===== src/rtl/flex_cnt_pkg.sv =====
// Shared types for flex_mode_counter: count direction, run mode and one-shot FSM state.
package flex_cnt_pkg;

    typedef enum logic {CNT_UP, CNT_DOWN} cnt_dir_t;

    typedef enum logic {CNT_WRAP, CNT_ONESHOT} cnt_mode_t;

    typedef enum logic {ST_RUN, ST_DONE} cnt_state_t;

endpackage


===== src/rtl/flex_cnt_step.sv =====
// Combinational next-value and terminal-match logic for one counter step.
// Terminal is rollover_val when counting up and 1 when counting down.
module flex_cnt_step
    import flex_cnt_pkg::*;
#(
    parameter int NUM_CNT_BITS = 4
) (
    input  logic [NUM_CNT_BITS-1:0] i_count,
    input  cnt_dir_t                i_dir,
    input  logic [NUM_CNT_BITS-1:0] i_rollover_val,
    output logic [NUM_CNT_BITS-1:0] o_next,
    output logic [NUM_CNT_BITS-1:0] o_term,
    output logic                    o_at_term,
    output logic                    o_next_at_term
);

    localparam logic [NUM_CNT_BITS-1:0] ONE = {{(NUM_CNT_BITS-1){1'b0}}, 1'b1};

    logic w_rv_nonzero;

    assign w_rv_nonzero = (i_rollover_val != '0);

    // NOTE: every always_comb output gets a default first so no path can infer a latch.
    always_comb begin
        o_next = i_count;
        o_term = i_rollover_val;
        if (i_dir == CNT_UP) begin
            // >= also catches rollover_val lowered below the current count.
            if (i_count >= i_rollover_val) begin
                o_next = ONE;
            end else begin
                o_next = i_count + ONE;
            end
        end else begin
            o_term = ONE;
            if ((i_count <= ONE) || (i_count > i_rollover_val)) begin
                o_next = i_rollover_val;
            end else begin
                o_next = i_count - ONE;
            end
        end
    end

    assign o_at_term      = w_rv_nonzero && (i_count == o_term);
    assign o_next_at_term = w_rv_nonzero && (o_next == o_term);

endmodule


===== src/rtl/flex_mode_counter.sv =====
// Up/down counter between 1 and rollover_val with load, clear, wrap or one-shot mode.
// Optional saturating wrap_count output when FLEX_CNT_WRAP_COUNT_EN is defined.
module flex_mode_counter
    import flex_cnt_pkg::*;
#(
    parameter int NUM_CNT_BITS  = 4,
    parameter int WRAP_CNT_BITS = 8
) (
    input  logic                    clk,
    input  logic                    rst,
    input  logic                    clear,
    input  logic                    load_en,
    input  logic [NUM_CNT_BITS-1:0] load_val,
    input  logic                    count_enable,
    input  cnt_dir_t                dir,
    input  cnt_mode_t               mode,
    input  logic [NUM_CNT_BITS-1:0] rollover_val,
    output logic [NUM_CNT_BITS-1:0] count_out,
    output logic                    rollover_flag,
    output logic                    done
`ifdef FLEX_CNT_WRAP_COUNT_EN
    ,
    output logic [WRAP_CNT_BITS-1:0] wrap_count
`endif
);

    logic [NUM_CNT_BITS-1:0] r_count;
    logic                    r_flag;
    logic                    r_done;
    cnt_state_t              r_state;

    logic [NUM_CNT_BITS-1:0] w_next;
    logic [NUM_CNT_BITS-1:0] w_term;
    logic                    w_at_term;
    logic                    w_next_at_term;
    logic                    w_rv_zero;
    logic                    w_load_at_term;

    flex_cnt_step #(
        .NUM_CNT_BITS (NUM_CNT_BITS)
    ) u_step (
        .i_count        (r_count),
        .i_dir          (dir),
        .i_rollover_val (rollover_val),
        .o_next         (w_next),
        .o_term         (w_term),
        .o_at_term      (w_at_term),
        .o_next_at_term (w_next_at_term)
    );

    assign w_rv_zero      = (rollover_val == '0);
    assign w_load_at_term = !w_rv_zero && (load_val == w_term);

    // NOTE: sequential state uses non-blocking assignments so every register samples pre-edge values.
    always_ff @(posedge clk or posedge rst) begin
        if (rst) begin
            r_count <= '0;
            r_flag  <= 1'b0;
            r_done  <= 1'b0;
            r_state <= ST_RUN;
        end else if (clear) begin
            r_count <= '0;
            r_flag  <= 1'b0;
            r_done  <= 1'b0;
            r_state <= ST_RUN;
        end else if (load_en) begin
            r_count <= load_val;
            r_flag  <= w_load_at_term;
            r_done  <= 1'b0;
            r_state <= ST_RUN;
        end else if (r_state == ST_DONE && mode == CNT_ONESHOT) begin
            r_count <= r_count;
        end else begin
            // Reached from DONE only after mode switched to wrap.
            r_state <= ST_RUN;
            r_done  <= 1'b0;
            r_flag  <= w_at_term;
            if (count_enable && !w_rv_zero) begin
                if (mode == CNT_ONESHOT && w_at_term) begin
                    r_state <= ST_DONE;
                    r_done  <= 1'b1;
                    r_flag  <= 1'b1;
                end else begin
                    r_count <= w_next;
                    r_flag  <= w_next_at_term;
                end
            end
        end
    end

    assign count_out     = r_count;
    assign rollover_flag = r_flag;
    assign done          = r_done;

`ifdef FLEX_CNT_WRAP_COUNT_EN
    logic [WRAP_CNT_BITS-1:0] r_wrap_count;

    always_ff @(posedge clk or posedge rst) begin
        if (rst) begin
            r_wrap_count <= '0;
        end else if (clear || load_en) begin
            r_wrap_count <= '0;
        end else if (count_enable && mode == CNT_WRAP && w_at_term && r_wrap_count != '1) begin
            r_wrap_count <= r_wrap_count + 1'b1;
        end
    end

    assign wrap_count = r_wrap_count;
`endif

endmodule


===== config.mk =====
export PLATFORM = sky130hd
export DESIGN_NAME = flex_mode_counter
export DESIGN_NICKNAME = d
export VERILOG_FILES = /design/src/rtl/flex_cnt_pkg.sv /design/src/rtl/flex_cnt_step.sv /design/src/rtl/flex_mode_counter.sv
export SDC_FILE = /design/constraint.sdc
export NUM_CORES = 1
export LEC_CHECK = 0
export CORE_ASPECT_RATIO = 0.8
export CORE_MARGIN = 3
export CORE_UTILIZATION = 35
export CTS_BUF_LIST = sky130_fd_sc_hd__clkbuf_4
export DETAILED_ROUTE_END_ITERATION = 8
export PLACE_DENSITY = 0.59
export SYNTH_ARGS = -nofsm -noshare
export SYNTH_HDL_FRONTEND = slang
export SYNTH_SLANG_ARGS = --single-unit
export TNS_END_PERCENT = 50

===== constraint.sdc =====
create_clock -name clk -period 2.5 [get_ports clk]
set_clock_uncertainty 0.2 [all_clocks]
set_input_delay 0.25 -clock clk [delete_from_list [all_inputs] [get_ports clk]]
set_output_delay 0.25 -clock clk [all_outputs]
set_load 0.005 [all_outputs]

### Word-level counts from Yosys, hierarchy flattened

Index checks and enable logic that the tools add are counted.

* register bits after elaboration: 6
* input port bits: 15
* logic and storage cells: 44

* add/subtract/negate cells: 2
* magnitude comparators: 3
* eq/ne operators: 5
* multiplexer cells: 19
* reductions and logical operators: 12

Operators with widths (number)
* $mux W4: 9
* $eq A4 B4 Y1: 3
* $mux W1: 10
* $logic_and A1 B1 Y1: 6
* $ne A3 B3 Y1 const B: 2
* $add A4 B1 Y4 const B: 1
* $ge A4 B4 Y1: 1
* $gt A4 B4 Y1: 1
* $le A4 B1 Y1 const B: 1
* $logic_not A4 Y1: 1
* $reduce_bool A4 Y1: 1
* $sub A4 B1 Y4 const B: 1
* $reduce_and A3 Y1: 1
* $reduce_bool A3 Y1: 1
* $logic_not A1 Y1: 1
* $logic_or A1 B1 Y1: 1

### Longest topological paths before layout

* depth in word-level cells: 11
* depth in mapped cells: 9
* mapped depth without buffers: 8

### By module

A second synthesis with hierarchy kept.

* cells, all modules: 120
* area total of the unflattened synthesis: 999.7 um2

By module, submodules not included
* flex_cnt_step: instances 1, cells an instance 80, area an instance 573.0 um2, seq. area each 0.0 um2
* flex_mode_counter: instances 1, cells an instance 40, area an instance 426.7 um2, seq. area each 150.1 um2

### Worst setup path before layout

No wires, ideal clock.

* path type: register to register
* start point: reg r_count[1] (netlist: count_out[1])
* end point: reg r_count[1] (netlist: count_out[1])
* arrival: 2.119 ns
* slack: 0.056 ns
* cell stages (with the launch flop): 8
* path through: dfrtp_1 ha_1 nor2b_4 o2111a_1 o31a_1 a2111oi_2 a2111oi_0 mux2_2

* longest elaborated chain between the ends: 9

Ends and longest elaborated chain
* from (decl): line flex_mode_counter.sv:27 `logic [NUM_CNT_BITS-1:0] r_count;`
* from (signal assigned): line flex_mode_counter.sv:67 `r_count <= load_val;`
* from (signal assigned): line flex_mode_counter.sv:72 `r_count <= r_count;`
* from (signal assigned): line flex_mode_counter.sv:84 `r_count <= w_next;`
* $le A4 B1 Y1 / $gt A4 B4 Y1 (equally long branches): line flex_cnt_step.sv:36 `if ((i_count <= ONE) || (i_count > i_rollover_val)) begin`
* $logic_or A1 B1 Y1: line flex_cnt_step.sv:36
* $mux W4: line flex_cnt_step.sv:36
* $mux W4: line flex_cnt_step.sv:27 `if (i_dir == CNT_UP) begin`
* $mux W4: line flex_mode_counter.sv:79 `if (mode == CNT_ONESHOT && w_at_term) begin`
* $mux W4: line flex_mode_counter.sv:78 `if (count_enable && !w_rv_zero) begin`
* $mux W4: line flex_mode_counter.sv:71 `end else if (r_state == ST_DONE && mode == CNT_ONESHOT) begin`
* $mux W4: line flex_mode_counter.sv:66 `end else if (load_en) begin`
* $mux W4: line flex_mode_counter.sv:61 `end else if (clear) begin`

Parallel ways exist; a longest one is shown, timed or not. The select of a mux whose other input is x is not followed.
A chain may end at the register's enable or synchronous reset.

### Worst setup path in the final report

* start point: in rollover_val[3]
* end point: reg r_flag (netlist: rollover_flag)

* longest elaborated chain between the ends: 11

Ends and longest elaborated chain
* from (decl): line flex_mode_counter.sv:17 `input logic [NUM_CNT_BITS-1:0] rollover_val,`
* $gt A4 B4 Y1: line flex_cnt_step.sv:36
* $logic_or A1 B1 Y1: line flex_cnt_step.sv:36
* $mux W4: line flex_cnt_step.sv:36
* $mux W4: line flex_cnt_step.sv:27
* $eq A4 B4 Y1: line flex_cnt_step.sv:45 `assign o_next_at_term = w_rv_nonzero && (o_next == o_term);`
* $logic_and A1 B1 Y1: line flex_cnt_step.sv:45
* $mux W1: line flex_mode_counter.sv:79
* $mux W1: line flex_mode_counter.sv:78
* $mux W1: line flex_mode_counter.sv:71
* $mux W1 (*): line flex_mode_counter.sv:66
* $mux W1 (*): line flex_mode_counter.sv:61
* to (signal assigned): line flex_mode_counter.sv:68 `r_flag <= w_load_at_term;`
* to (signal assigned): line flex_mode_counter.sv:77 `r_flag <= w_at_term;`
* to (signal assigned): line flex_mode_counter.sv:85 `r_flag <= w_next_at_term;`
* to (decl): line flex_mode_counter.sv:28 `logic r_flag;`

Every way passes the cells marked *; elsewhere a longest branch is shown, timed or not. The select of a mux whose other input is x is not followed.

==> impl_summary.md <==
Timing
The clock period could shrink to 2.455 ns. The final critical path takes up 98.19% of the cycle. The accumulated negative setup slack is 0 ns. The final-report hold violation count came to 0. The number of max-slew violations in the final report is 0. The maximum clock frequency is 407.4 MHz.

Once routing completed, OpenROAD measured the worst setup slack at 0.04530 ns. The actual slew at the worst max-slew pin is 0.4659 ns. Measured against its own limit, the worst slew margin works out to 68.85%.

Setup repair after global routing could not meet its margin everywhere. Setup violations remaining at the end of the flow were counted as 0. The final worst hold slack is 0.03050 ns.

Setup path
The maximum fanout encountered on the critical timing path is 6. Among all stages on the critical path, the largest delay is contributed by sky130_fd_sc_hd__clkdlybuf4s50_1. The critical path's top delay family is compound AO/OA/AOI/OAI gates.

The source of the critical timing path is rollover_val[3]. The critical path class is primary input to register. The launch instance of the worst register-to-register path is count_out[1]$_DFFE_PP0P_.

The count of buffering cells on the critical path with inverters included is 3. STA classifies the critical path startpoint as a primary input. Data on the critical path is required at its endpoint by 2.44 ns. Walking the worst path, the cells encountered are clkdlybuf4s50_1 > inv_2 > ha_4 > buf_4 > a211oi_4 > o21ai_2 > o21ai_0 > a2bb2oi_2 > a211oi_2 > a31o_1. The largest single stage delay on the critical path is 0.49 ns.

The data arrival time of the critical path is 2.39 ns. STA classifies the critical path endpoint as a register.

Floorplan
The area of the die is a little over 4000 sq um. The total number of placement rows is 18. The die is 57.41 microns tall. The initial cell density of the core is a little under two fifths. The core region is around 3100 sq um. During I/O placement, the number of pins put on the boundary was 21. Measured along the x axis, the die boundary spans 70.26 microns.

Final layout
Cells fill between 50% and 60% of the core in the end. In the final layout, the share of cells above drive strength 1 is 36.17%. The final-stage net count is 212. The repair_antennas step left the layout with diodes totalling 0. The number of inserted filler cells in the final layout is approximately 280. The sequential standard cell area is 150.1 sq um. The layout overhead on the synthesized area is 50.11%. The multi-input logic area is 1047 sq um.

The final cell count without fillers is 228.

Yosys
Synthesis handed over a netlist of 143 instances. After synthesis, the share of flip-flops with an asynchronous set or reset is 100.0%. Yosys mapped a number of flops with a built-in enable equal to 0. Summing every instance area after synthesis gives ~1200 sq um. By count the netlist is led by sky130_fd_sc_hd__nor2_1 (17), sky130_fd_sc_hd__a21oi_1 (9), sky130_fd_sc_hd__inv_1 (9).

Synthesis instantiated 61 different standard cells from the library. Averaged over all synthesized cells, the footprint is around 8.1 sq um. Summed over all instances, the cell type with the most area after synthesis is sky130_fd_sc_hd__dfrtp_1. The flop and latch count out of synthesis is 6. The share of synthesized area occupied by flip-flops and latches is ~13%. The most used flip-flop cell after synthesis is sky130_fd_sc_hd__dfrtp_1. The portion of synthesized cell area occupied by the leading cell type is 12.99%.

Yosys attributes the largest share of cell area to sky130_fd_sc_hd__dfrtp_1 (13%), sky130_fd_sc_hd__ha_1 (7.6%), sky130_fd_sc_hd__nor2_1 (5.5%). By instance count, the leading cell after synthesis is sky130_fd_sc_hd__nor2_1. The number of nets handed over by synthesis was 165.

For this run, the number of Yosys warnings is 0.

Place
The number of placed instances, taps included, is 222. The placer's final routability congestion estimate is roughly 0.92. Port buffering added 20 buffers. After legalization and detailed placement, the total HPWL measured 3061 microns.

The post-placement setup slack is -0.3253 ns.

Global routing
Global routing used 28.09% of the available met1 tracks. The via count of the first global-routing pass came to 1340. Entering global routing, the biggest net connects 15 pins. For this run the aggregate overflow at the end of global routing stands at 0. Global routing used 20.30% of the available tracks. The met3 track demand over resource in global routing is 4.225%. The global routing met2 resource utilization is 31.73%.

The number of antenna violations at the first check in global routing is 0. The most congested layer reported by global routing is met2. The first global-routing pass estimated approximately 6500 microns of wire.

CTS
The maximum level of the CTS H-tree is 1. The CTS tree is yes. The clock latency on the worst-skew pair is 0.25 ns. The total of hold buffers inserted after clock tree synthesis is 0. The clock edge transition at the registers on the reported setup and hold paths is 0.05 ns. The number of sinks driven by the clock tree is 6. The number of CTS-inserted buffers is 3.

The longest clock path from root to sink contains 2 buffers. The buffer cell driving the clock tree root is sky130_fd_sc_hd__clkbuf_4.

Detailed routing
The detailed-routing iteration count for the pre-antenna-repair pass is 4. In the final routed layout, each cell accounts on average for 18.21 microns. The number of routed nets with antenna violations is 0.

In the routed design, unresolved DRC markers number 0. The total via count after detailed routing is 1364. In the routed layout, each cell is associated on average with a via count of 5.982. The iteration-0 DRC count of the detailed router is a little under 90.

For this block, the routed nets add up to 4151 microns of wire.

Power and ir drop
The power density over the cells is 427.8 nW/um^2. The switching share of power is between 40% and 50%. The worst voltage drop across the vdd grid is 0.0002859 V. The net load switching power is 324.8 uW. Per report_power, the combinational group accounts for 70.9% of the total.

The sequential power share is 16.0%. Cell internal power was estimated by the tool at around 420 uW. The clock power share is 13.0%. For this design the static power due to leakage is between 0.0006 and 0.0007 uW.

Run status
The run finished with clean final reports.

Min path
The tightest min-delay check is of the primary input to asynchronous set/reset pin type.

Job
The number of max-capacitance violations reported is 0.
-- per-stage QoR --
stage | cell area [sq um] | total power, uW
final | 1735 | 742.3
after floorplan | 1156 | 386.8
after global placement | 1556 | 549.7
after detailed placement | 1556 | 558.2
after global routing | 1735 | 791.1
after CTS | 1593 | 668.2
-- cells by family (layout without fill, tap and decap cells) --
group	Yosys count	in the layout	share of synthesized area, %
compound gates	55	55	38.53
buf+inv	18	63	7.791
flops	6	6	12.99
xor+xnor	5	5	3.789
fa+ha+maj	7	7	7.575
simple gates	47	47	24.68
mux	5	5	4.654
-- registers in the layout, summed over array words and instances, names as in the netlist --
register       flops
count_out          4
r_state            1
rollover_flag      1
-- cell type report --
| type | count | share of cell area, % |
|---|---|---|
| Tap cell | 40 | 2.884 |
| Sequential cell | 6 | 8.652 |
| Inverter | 10 | 2.163 |
| Clock buffer | 3 | 1.298 |
| Timing Repair Buffer | 50 | 24.66 |
| Multi-Input combinational cell | 119 | 60.35 |
-- per-layer routing --
layer  routed length [microns]  up-vias
met4                        29        0
met2                      1967       71
met3                       334        4
met1                      1819      643
met5                         0        -
li1                          -      646
-- layout by cell type, fill, tap and decap left out, types with 2 or more instances in the layout --
master / Yosys / layout
sky130_fd_sc_hd__a2111oi_2: 1 / 3
sky130_fd_sc_hd__a211oi_2: 1 / 2
sky130_fd_sc_hd__a211oi_4: 1 / 2
sky130_fd_sc_hd__a21oi_1: 9 / 8
sky130_fd_sc_hd__a31oi_1: 2 / 2
sky130_fd_sc_hd__and3b_1: 2 / 2
sky130_fd_sc_hd__buf_4: 2 / 30
sky130_fd_sc_hd__clkbuf_4: 1 / 3
sky130_fd_sc_hd__clkdlybuf4s50_1: 0 / 19
sky130_fd_sc_hd__dfrtp_1: 6 / 6
sky130_fd_sc_hd__ha_1: 7 / 2
sky130_fd_sc_hd__ha_2: 0 / 2
sky130_fd_sc_hd__ha_4: 0 / 3
sky130_fd_sc_hd__inv_1: 9 / 7
sky130_fd_sc_hd__inv_2: 1 / 3
sky130_fd_sc_hd__mux2i_1: 2 / 2
sky130_fd_sc_hd__nand2_1: 5 / 5
sky130_fd_sc_hd__nand2b_1: 4 / 4
sky130_fd_sc_hd__nand3_1: 2 / 2
sky130_fd_sc_hd__nor2_1: 17 / 15
sky130_fd_sc_hd__nor2_2: 0 / 2
sky130_fd_sc_hd__nor3_1: 3 / 2
sky130_fd_sc_hd__nor4_4: 2 / 2
sky130_fd_sc_hd__o2111ai_1: 3 / 2
sky130_fd_sc_hd__o211ai_1: 4 / 4
sky130_fd_sc_hd__o21ai_0: 5 / 5
sky130_fd_sc_hd__o221ai_1: 2 / 2
sky130_fd_sc_hd__o22ai_1: 2 / 2
sky130_fd_sc_hd__o31a_1: 3 / 3
sky130_fd_sc_hd__xnor2_1: 3 / 3
sky130_fd_sc_hd__xor2_1: 2 / 2
-- power groups by stage --
stage	sequential, uW	combinational [uW]	clock [uW]
detailed placement	117	442	0
CTS	115	453	100
global route	120	565	106
finish	119	527	96.8
global placement	116	433	0
floorplan	122	265	0
-- worst paths after layout --
kind	to	slack [ns]	depth (start not counted)
max reg2reg	count_out[3]$_DFFE_PP0P_	0.08	10
max in group asynchronous	r_state$_DFFE_PP0P_	1.84	2
min reg2reg	rollover_flag$_DFFE_PP0P_	0.46	3
max	rollover_flag$_DFFE_PP0P_	0.05	10
min	count_out[1]$_DFFE_PP0P_	0.03	2
min in group clk	rollover_flag$_DFFE_PP0P_	0.46	3
-- timing repair --
action | 4_1_cts | 5_1_grt
resized for setup | 4 | 25
pin swaps | 3 | 8
setup buffers | 0 | 3
setup endpoints to repair | 2 | 5
(Power assumes the default switching activity.)
